--- config.mk ---
export PLATFORM = sky130hd
export DESIGN_NAME = seg_display_arbiter
export DESIGN_NICKNAME = d
export VERILOG_FILES = /design/src/rtl/seg_display_arbiter_pkg.sv /design/src/rtl/seg_display_arbiter_rr_pick.sv /design/src/rtl/seg_display_arbiter.sv
export SDC_FILE = /design/constraint.sdc
export NUM_CORES = 1
export LEC_CHECK = 0
export ABC_AREA = 1
export CAP_MARGIN = 10
export CORE_ASPECT_RATIO = 1.1
export CORE_MARGIN = 2
export CORE_UTILIZATION = 49
export DETAILED_ROUTE_END_ITERATION = 10
export PLACE_DENSITY_LB_ADDON = 0.12
export SKIP_CTS_REPAIR_TIMING = 1
export SYNTH_ARGS = -nofsm -noshare
export SYNTH_HDL_FRONTEND = slang
export SYNTH_HIERARCHICAL = 1
export SYNTH_SLANG_ARGS = --single-unit
--- constraint.sdc ---
create_clock -name i_clk -period 5.75 [get_ports i_clk]
set_input_delay 0.575 -clock i_clk [delete_from_list [all_inputs] [get_ports i_clk]]
set_output_delay 0.575 -clock i_clk [all_outputs]
set_load 0.03 [all_outputs]
--- src/rtl/seg_display_arbiter_pkg.sv ---
// Shared types and constants for the seven-segment display arbiter.
package seg_disp_pkg;

   typedef enum logic [1:0] {
      IDLE   = 2'd0,
      HOLD   = 2'd1,
      OWN    = 2'd2,
      FREEZE = 2'd3
   } seg_arb_state_t;

   localparam int         MAX_DISPLAY = 9999;
   localparam logic [3:0] DP_OVERFLOW = 4'b1111;

endpackage

--- src/rtl/seg_display_arbiter_rr_pick.sv ---
// Combinational round-robin picker: first set request after i_ptr, wrapping,
// with i_ptr itself scanned last.
module rr_pick #(
   parameter int N  = 4,
   parameter int IW = $clog2(N)
) (
   input  logic [N-1:0]  i_req,
   input  logic [IW-1:0] i_ptr,
   output logic          o_valid,
   output logic [IW-1:0] o_idx
);

   logic [IW-1:0] w_j;

   // Scan from farthest to nearest so the nearest requester after i_ptr wins.
   always_comb begin
      o_valid = 1'b0;
      o_idx   = {IW{1'b0}};
      w_j     = {IW{1'b0}};
      for (int k = N; k >= 1; k--) begin
         w_j = IW'((int'(i_ptr) + k) % N);
         if (i_req[w_j]) begin
            o_valid = 1'b1;
            o_idx   = w_j;
         end else begin
            o_valid = o_valid;
         end
      end
   end

endmodule

--- src/rtl/seg_display_arbiter.sv ---
// Round-robin owner of a shared 4-digit display with a minimum on-screen time
// per owner; values above 9999 are shown as 9999 with all decimal points lit.
module seg_display_arbiter
   import seg_disp_pkg::*;
#(
   parameter int NUM_REQ     = 4,
   parameter int INPUT_WIDTH = 14,
   parameter int HOLD_CYCLES = 1024
) (
   input  logic                           i_clk,
   input  logic                           i_rst_n,
   input  logic [NUM_REQ-1:0]             req,
   input  logic [NUM_REQ*INPUT_WIDTH-1:0] req_number,
   input  logic [NUM_REQ*4-1:0]           req_dp,
   output logic [NUM_REQ-1:0]             grant,
   output logic [$clog2(NUM_REQ)-1:0]     owner,
   output logic [INPUT_WIDTH-1:0]         number,
   output logic [3:0]                     decimal_points,
   output logic                           busy
);

   localparam int                     OW        = $clog2(NUM_REQ);
   localparam int                     CW        = $clog2(HOLD_CYCLES);
   localparam logic [CW-1:0]          CNT_LOAD  = CW'(HOLD_CYCLES - 1);
   localparam logic [INPUT_WIDTH-1:0] SAT_LIMIT = INPUT_WIDTH'(MAX_DISPLAY);

   seg_arb_state_t         r_state, w_state_nxt;
   logic [CW-1:0]          r_cnt, w_cnt_nxt;
   logic [NUM_REQ-1:0]     r_grant, w_grant_nxt;
   logic [OW-1:0]          r_owner, w_owner_nxt;
   logic [INPUT_WIDTH-1:0] r_number, w_number_nxt;
   logic [3:0]             r_dp, w_dp_nxt;
   logic                   r_busy, w_busy_nxt;

   logic                   w_pick_valid;
   logic [OW-1:0]          w_pick_idx;
   logic                   w_arb, w_track, w_release;
   logic                   w_cnt_zero, w_owner_req;
   logic [OW-1:0]          w_src;
   logic [INPUT_WIDTH-1:0] w_src_num;
   logic [3:0]             w_src_dp;

   rr_pick #(.N(NUM_REQ)) u_pick (
      .i_req   (req),
      .i_ptr   (r_owner),
      .o_valid (w_pick_valid),
      .o_idx   (w_pick_idx)
   );

   assign w_cnt_zero  = (r_cnt == {CW{1'b0}});
   assign w_owner_req = req[r_owner];

   // State register and hold counter.
   always_ff @(posedge i_clk or negedge i_rst_n) begin
      if (!i_rst_n) begin
         r_state <= IDLE;
         r_cnt   <= {CW{1'b0}};
      end else begin
         r_state <= w_state_nxt;
         r_cnt   <= w_cnt_nxt;
      end
   end

   // Next state; an expired HOLD settles exactly as OWN would, so the slot is HOLD_CYCLES long.
   always_comb begin
      w_state_nxt = r_state;
      w_cnt_nxt   = r_cnt;
      w_arb       = 1'b0;
      w_track     = 1'b0;
      w_release   = 1'b0;
      case (r_state)
         IDLE: begin
            if (w_pick_valid) begin
               w_arb = 1'b1;
            end else begin
               w_state_nxt = IDLE;
            end
         end
         HOLD, OWN: begin
            if ((r_state == OWN) || w_cnt_zero) begin
               if (w_pick_valid && (w_pick_idx != r_owner)) begin
                  w_arb = 1'b1;
               end else if (w_pick_valid) begin
                  w_state_nxt = OWN;
                  w_track     = 1'b1;
               end else begin
                  w_state_nxt = IDLE;
                  w_release   = 1'b1;
               end
            end else if (w_owner_req) begin
               w_track   = 1'b1;
               w_cnt_nxt = r_cnt - CW'(1);
            end else begin
               w_state_nxt = FREEZE;
               w_release   = 1'b1;
               w_cnt_nxt   = r_cnt - CW'(1);
            end
         end
         FREEZE: begin
            if (w_cnt_zero && w_pick_valid) begin
               w_arb = 1'b1;
            end else if (w_cnt_zero) begin
               w_state_nxt = IDLE;
            end else begin
               w_cnt_nxt = r_cnt - CW'(1);
            end
         end
         default: begin
            w_state_nxt = IDLE;
         end
      endcase
      if (w_arb) begin
         w_state_nxt = HOLD;
         w_cnt_nxt   = CNT_LOAD;
      end else begin
         w_cnt_nxt = w_cnt_nxt;
      end
   end

   // Next output values: grant/owner on arbitration, saturated display load when tracking.
   always_comb begin
      w_src        = w_arb ? w_pick_idx : r_owner;
      w_src_num    = req_number[int'(w_src) * INPUT_WIDTH +: INPUT_WIDTH];
      w_src_dp     = req_dp[int'(w_src) * 4 +: 4];
      w_grant_nxt  = r_grant;
      w_owner_nxt  = r_owner;
      w_number_nxt = r_number;
      w_dp_nxt     = r_dp;
      if (w_arb) begin
         w_grant_nxt = NUM_REQ'(1'b1) << w_pick_idx;
         w_owner_nxt = w_pick_idx;
      end else if (w_release) begin
         w_grant_nxt = {NUM_REQ{1'b0}};
      end else begin
         w_grant_nxt = r_grant;
      end
      if ((w_arb || w_track) && (w_src_num > SAT_LIMIT)) begin
         w_number_nxt = SAT_LIMIT;
         w_dp_nxt     = DP_OVERFLOW;
      end else if (w_arb || w_track) begin
         w_number_nxt = w_src_num;
         w_dp_nxt     = w_src_dp;
      end else begin
         w_number_nxt = r_number;
      end
      w_busy_nxt = (w_state_nxt != IDLE);
   end

   // Output registers.
   always_ff @(posedge i_clk or negedge i_rst_n) begin
      if (!i_rst_n) begin
         r_grant  <= {NUM_REQ{1'b0}};
         r_owner  <= OW'(NUM_REQ - 1);
         r_number <= {INPUT_WIDTH{1'b0}};
         r_dp     <= 4'b0000;
         r_busy   <= 1'b0;
      end else begin
         r_grant  <= w_grant_nxt;
         r_owner  <= w_owner_nxt;
         r_number <= w_number_nxt;
         r_dp     <= w_dp_nxt;
         r_busy   <= w_busy_nxt;
      end
   end

   assign grant          = r_grant;
   assign owner          = r_owner;
   assign number         = r_number;
   assign decimal_points = r_dp;
   assign busy           = r_busy;

endmodule
==> flow_results.xml <==
<?xml version="1.0" encoding="UTF-8"?>
<metrics>
  <group name="outcome">
    <metric name="run_status" unit="">finished clean</metric>
  </group>
  <group name="cells_and_area">
    <metric name="antenna_cells_inserted" unit="">0</metric>
    <metric name="fin_nets" unit="">601</metric>
    <metric name="post_route_cells_drive_above_1_share" unit="">0.0865</metric>
    <metric name="layout.filler_cells" unit="">512</metric>
    <metric name="post_layout_nonfiller_instances" unit="">597</metric>
    <metric name="signed_area_change_from_the_synthesized_netlist_to_the_final_layout" unit="%">37.4</metric>
  </group>
  <group name="grt">
    <metric name="grt.met3_usage" unit="">0.0602</metric>
    <metric name="overflow" unit="">0</metric>
    <metric name="maximum_number_of_pins_on_one_net_before_global_route_repair" unit="">40</metric>
    <metric name="met2_usage" unit="">0.443</metric>
    <metric name="grt_use_total" unit="">0.244</metric>
    <metric name="vias_in_the_first_global_route" unit="">3034</metric>
    <metric name="wire_length_of_the_first_global_routing_pass" unit="um">13000</metric>
    <metric name="busiest_layer_in_global_routing" unit="">met2</metric>
    <metric name="globalRouteMet1Util" unit="">0.278</metric>
    <metric name="antenna_violations_before_repair" unit="">0</metric>
  </group>
  <group name="clocking">
    <metric name="ctsHtreeMaxLevel" unit="">2</metric>
    <metric name="insertion_delay" unit="ps">300</metric>
    <metric name="clkSlewWorstSetupHoldPaths" unit="ps">80</metric>
    <metric name="clock_tree_buffer_depth" unit="">2</metric>
    <metric name="root_buffer" unit="">clkbuf_8</metric>
    <metric name="cts_buffers" unit="">5</metric>
    <metric name="cts_tree" unit="">done</metric>
    <metric name="clkSinkCount" unit="">37</metric>
  </group>
  <group name="place">
    <metric name="place_worst_setup_slack" unit="ps">1440</metric>
    <metric name="post-dp-hpwl" unit="um">5690</metric>
    <metric name="gp_congestion" unit="">0.901</metric>
    <metric name="numPortBuffers" unit="">102</metric>
    <metric name="place.detailed.instances" unit="">589</metric>
  </group>
  <group name="worst_setup_path">
    <metric name="critPathCaptureType" unit="">register</metric>
    <metric name="worst_setup_path_start_kind" unit="">input port</metric>
    <metric name="arrival" unit="ps">4220</metric>
    <metric name="worst_ep_required_time" unit="ps">5920</metric>
    <metric name="timing.critical_path.fanout_max" unit="">21</metric>
    <metric name="class_of_the_most_critical_setup_path" unit="">in2reg</metric>
  </group>
  <group name="synth">
    <metric name="synth_edf_count" unit="">0</metric>
    <metric name="share_of_synthesized_area_occupied_by_flip_flops_and_latches" unit="">0.325</metric>
    <metric name="synthCells" unit="">427</metric>
    <metric name="syn_avg_cell_area" unit="um^2">6.70</metric>
    <metric name="synth_cell_type_count" unit="">37</metric>
    <metric name="syn_area" unit="um^2">2860</metric>
    <metric name="synthesis.nets" unit="">509</metric>
    <metric name="post_synthesis_register_bit_count" unit="">37</metric>
    <metric name="postSynth.asyncResetShare" unit="">1.00</metric>
    <metric name="number_of_warnings_issued_by_yosys" unit="">6</metric>
    <metric name="most_used_flip_flop_cell_after_synthesis" unit="">dfrtp_1</metric>
  </group>
  <group name="pwr">
    <metric name="vdd.ir_drop.worst" unit="V">0.000450</metric>
    <metric name="leakagePower" unit="nW">1.84</metric>
    <metric name="power-per-cell-area" unit="nW/um^2">699</metric>
  </group>
  <group name="routing">
    <metric name="detail_route.vias_per_cell" unit="">5.22</metric>
    <metric name="detail-route-antenna-nets" unit="">0</metric>
    <metric name="postRouteWirelength" unit="um">7600</metric>
    <metric name="firstDrtPassIters" unit="">4</metric>
    <metric name="routed_wire_length_per_instance" unit="um">12.7</metric>
    <metric name="detail_route.drc_violations" unit="">0</metric>
    <metric name="drt_iter0_markers" unit="">104</metric>
    <metric name="vias" unit="">3117</metric>
  </group>
  <group name="sta">
    <metric name="timing.setup.tns" unit="ps">0</metric>
    <metric name="final.setup_skew" unit="ps">9.06</metric>
    <metric name="slew_headroom" unit="">0.468</metric>
    <metric name="finalSetupViolations" unit="">0</metric>
    <metric name="worst-slew-pin-transition" unit="ps">798</metric>
    <metric name="hold_viol" unit="">0</metric>
    <metric name="final.period_utilization" unit="">0.704</metric>
    <metric name="post-route-min-period" unit="ps">4050</metric>
    <metric name="layout_setup_ws" unit="ps">1700</metric>
    <metric name="max_transition_viols_final" unit="">0</metric>
    <metric name="fmax" unit="GHz">0.247</metric>
    <metric name="grt_setup_unrepaired" unit="">no</metric>
  </group>
  <group name="die">
    <metric name="floorplan.rows" unit="">29</metric>
    <metric name="floorplan.die.width" unit="um">76.8</metric>
    <metric name="placeableCoreArea" unit="um^2">5700</metric>
    <metric name="start_util" unit="">0.502</metric>
    <metric name="dieArea" unit="um^2">6460</metric>
    <metric name="floorplan.die.height" unit="um">84.1</metric>
    <metric name="top_level_ports" unit="">103</metric>
  </group>
  <group name="flow_run">
    <metric name="max_cap_viols" unit="">0</metric>
  </group>
  <group name="worst_hold_path">
    <metric name="timing.hold.worst.class" unit="">in2async</metric>
  </group>
</metrics>
==> cell families after synthesis <==
logic type / share of synthesized area
XOR/XNOR: 0.00306
AO/OA/AOI/OAI: 0.136
adder cells (fa/ha/maj): 0.0175
flip-flops: 0.325
AND/OR/NAND/NOR: 0.399
buffers and inverters: 0.120
==> critical path, cell delays in order <==
cell,delay (ps)
clkdlybuf4s50_1,510
inv_1,50
nand2_1,70
nand3_1,100
nand2_1,70
inv_1,40
nand2_1,60
nand2_1,50
nand2_1,50
nand2_1,70
inv_2,100
nand2_1,60
nand2_1,50
nand2_1,80
nand2_1,90
nor2_1,50
nand2_2,100
nand3_4,140
inv_1,400
nand2_1,420
inv_1,650
nor2_4,90
nand2_4,220
a21oi_1,100
==> cells in the final DEF, fill, tap and decap left out, drive strengths merged, types with 4 or more instances in the layout <==
master | synthesis | layout
o21ai | 28 | 28
nand3 | 46 | 46
nand2 | 160 | 160
o211ai | 6 | 6
clkdlybuf4s50 | 0 | 101
a32o | 4 | 4
nand3b | 6 | 6
inv | 54 | 54
clkbuf | 4 | 8
a21oi | 23 | 23
ha | 4 | 4
dfrtp | 35 | 35
nor2 | 28 | 28
==> through the flow <==
step | total power [W] | util | hold slack [ps] | cell area, um^2
3_5_place_dp | 0.00254 | 0.674 | 481 | 3840
5_1_grt | 0.00303 | 0.690 | 429 | 3930
3_3_place_gp | 0.00250 | 0.674 | 465 | 3840
6_report | 0.00275 | 0.690 | 364 | 3930
2_1_floorplan | 0.00216 | - | 279 | 2860
4_1_cts | 0.00275 | 0.690 | 382 | 3930
==> metal layers <==
layer / wire, um / share of wire / up-vias
met5: 0 / 0 / -
met3: 459 / 0.060 / 11
met1: 3150 / 0.41 / 1448
met4: 133 / 0.017 / 0
met2: 3860 / 0.51 / 109
li1: - / - / 1549
==> final cells by class <==
| cell class | count | area (um^2) | area share |
|---|---|---|---|
| Inverter | 54 | 210 | 0.0535 |
| Tap cell | 77 | 96.3 | 0.0245 |
| Clock buffer | 8 | 90.1 | 0.0229 |
| Timing Repair Buffer | 102 | 1020 | 0.259 |
| Multi-Input combinational cell | 319 | 1590 | 0.404 |
| Sequential cell | 37 | 928 | 0.236 |
==> registers in the layout, summed over array words and instances, names as in the netlist <==
register        count
busy                1
r_state             2
number             14
grant               4
r_cnt              10
decimal_points      4
owner               2
==> cell usage after synthesis (2+ instances only) <==
cell	count	area [um^2]
a32o_1	4	40.0
buf_2	4	20.0
ha_1	4	50.1
dfrtp_1	35	876
nand2_4	4	45.0
o31ai_1	2	15.0
a21oi_2	3	26.3
nor2_1	24	90.1
buf_6	8	90.1
o21ai_1	5	25.0
or2_2	2	12.5
a21oi_1	20	100
nor2_2	2	12.5
o211ai_1	5	37.5
nand2_2	10	62.6
nor2_4	2	22.5
o21ai_0	22	110
nand3b_1	6	45.0
dfstp_2	2	52.6
nand2_1	146	548
nand4_2	2	25.0
inv_2	5	18.8
nand3_1	45	225
clkbuf_1	4	15.0
nor3_1	2	10.0
inv_1	48	180
==> where the power goes <==
part	switching [W]	leakage (nW)	internal, W
Sequential	0.0000975	0.409	0.000388
Clock	0.0000926	0.0455	0.0000978
Combinational	0.00136	1.39	0.000712
==> final timing paths <==
| kind | startpoint | to | slack (ps) | cells after the start |
|---|---|---|---|---|
| max in group asynchronous | i_rst_n | decimal_points[1] | 4880 | 1 |
| setup reg to reg | owner[0] | decimal_points[3] | 1710 | 23 |
| hold / removal | i_rst_n | r_cnt[7] | 360 | 1 |
| min in group i_clk | number[13] | number[13] | 500 | 2 |
| hold reg to reg | number[13] | number[13] | 500 | 2 |
| setup / recovery | req[3] | decimal_points[3] | 1700 | 24 |
(Power assumes the default switching activity.)
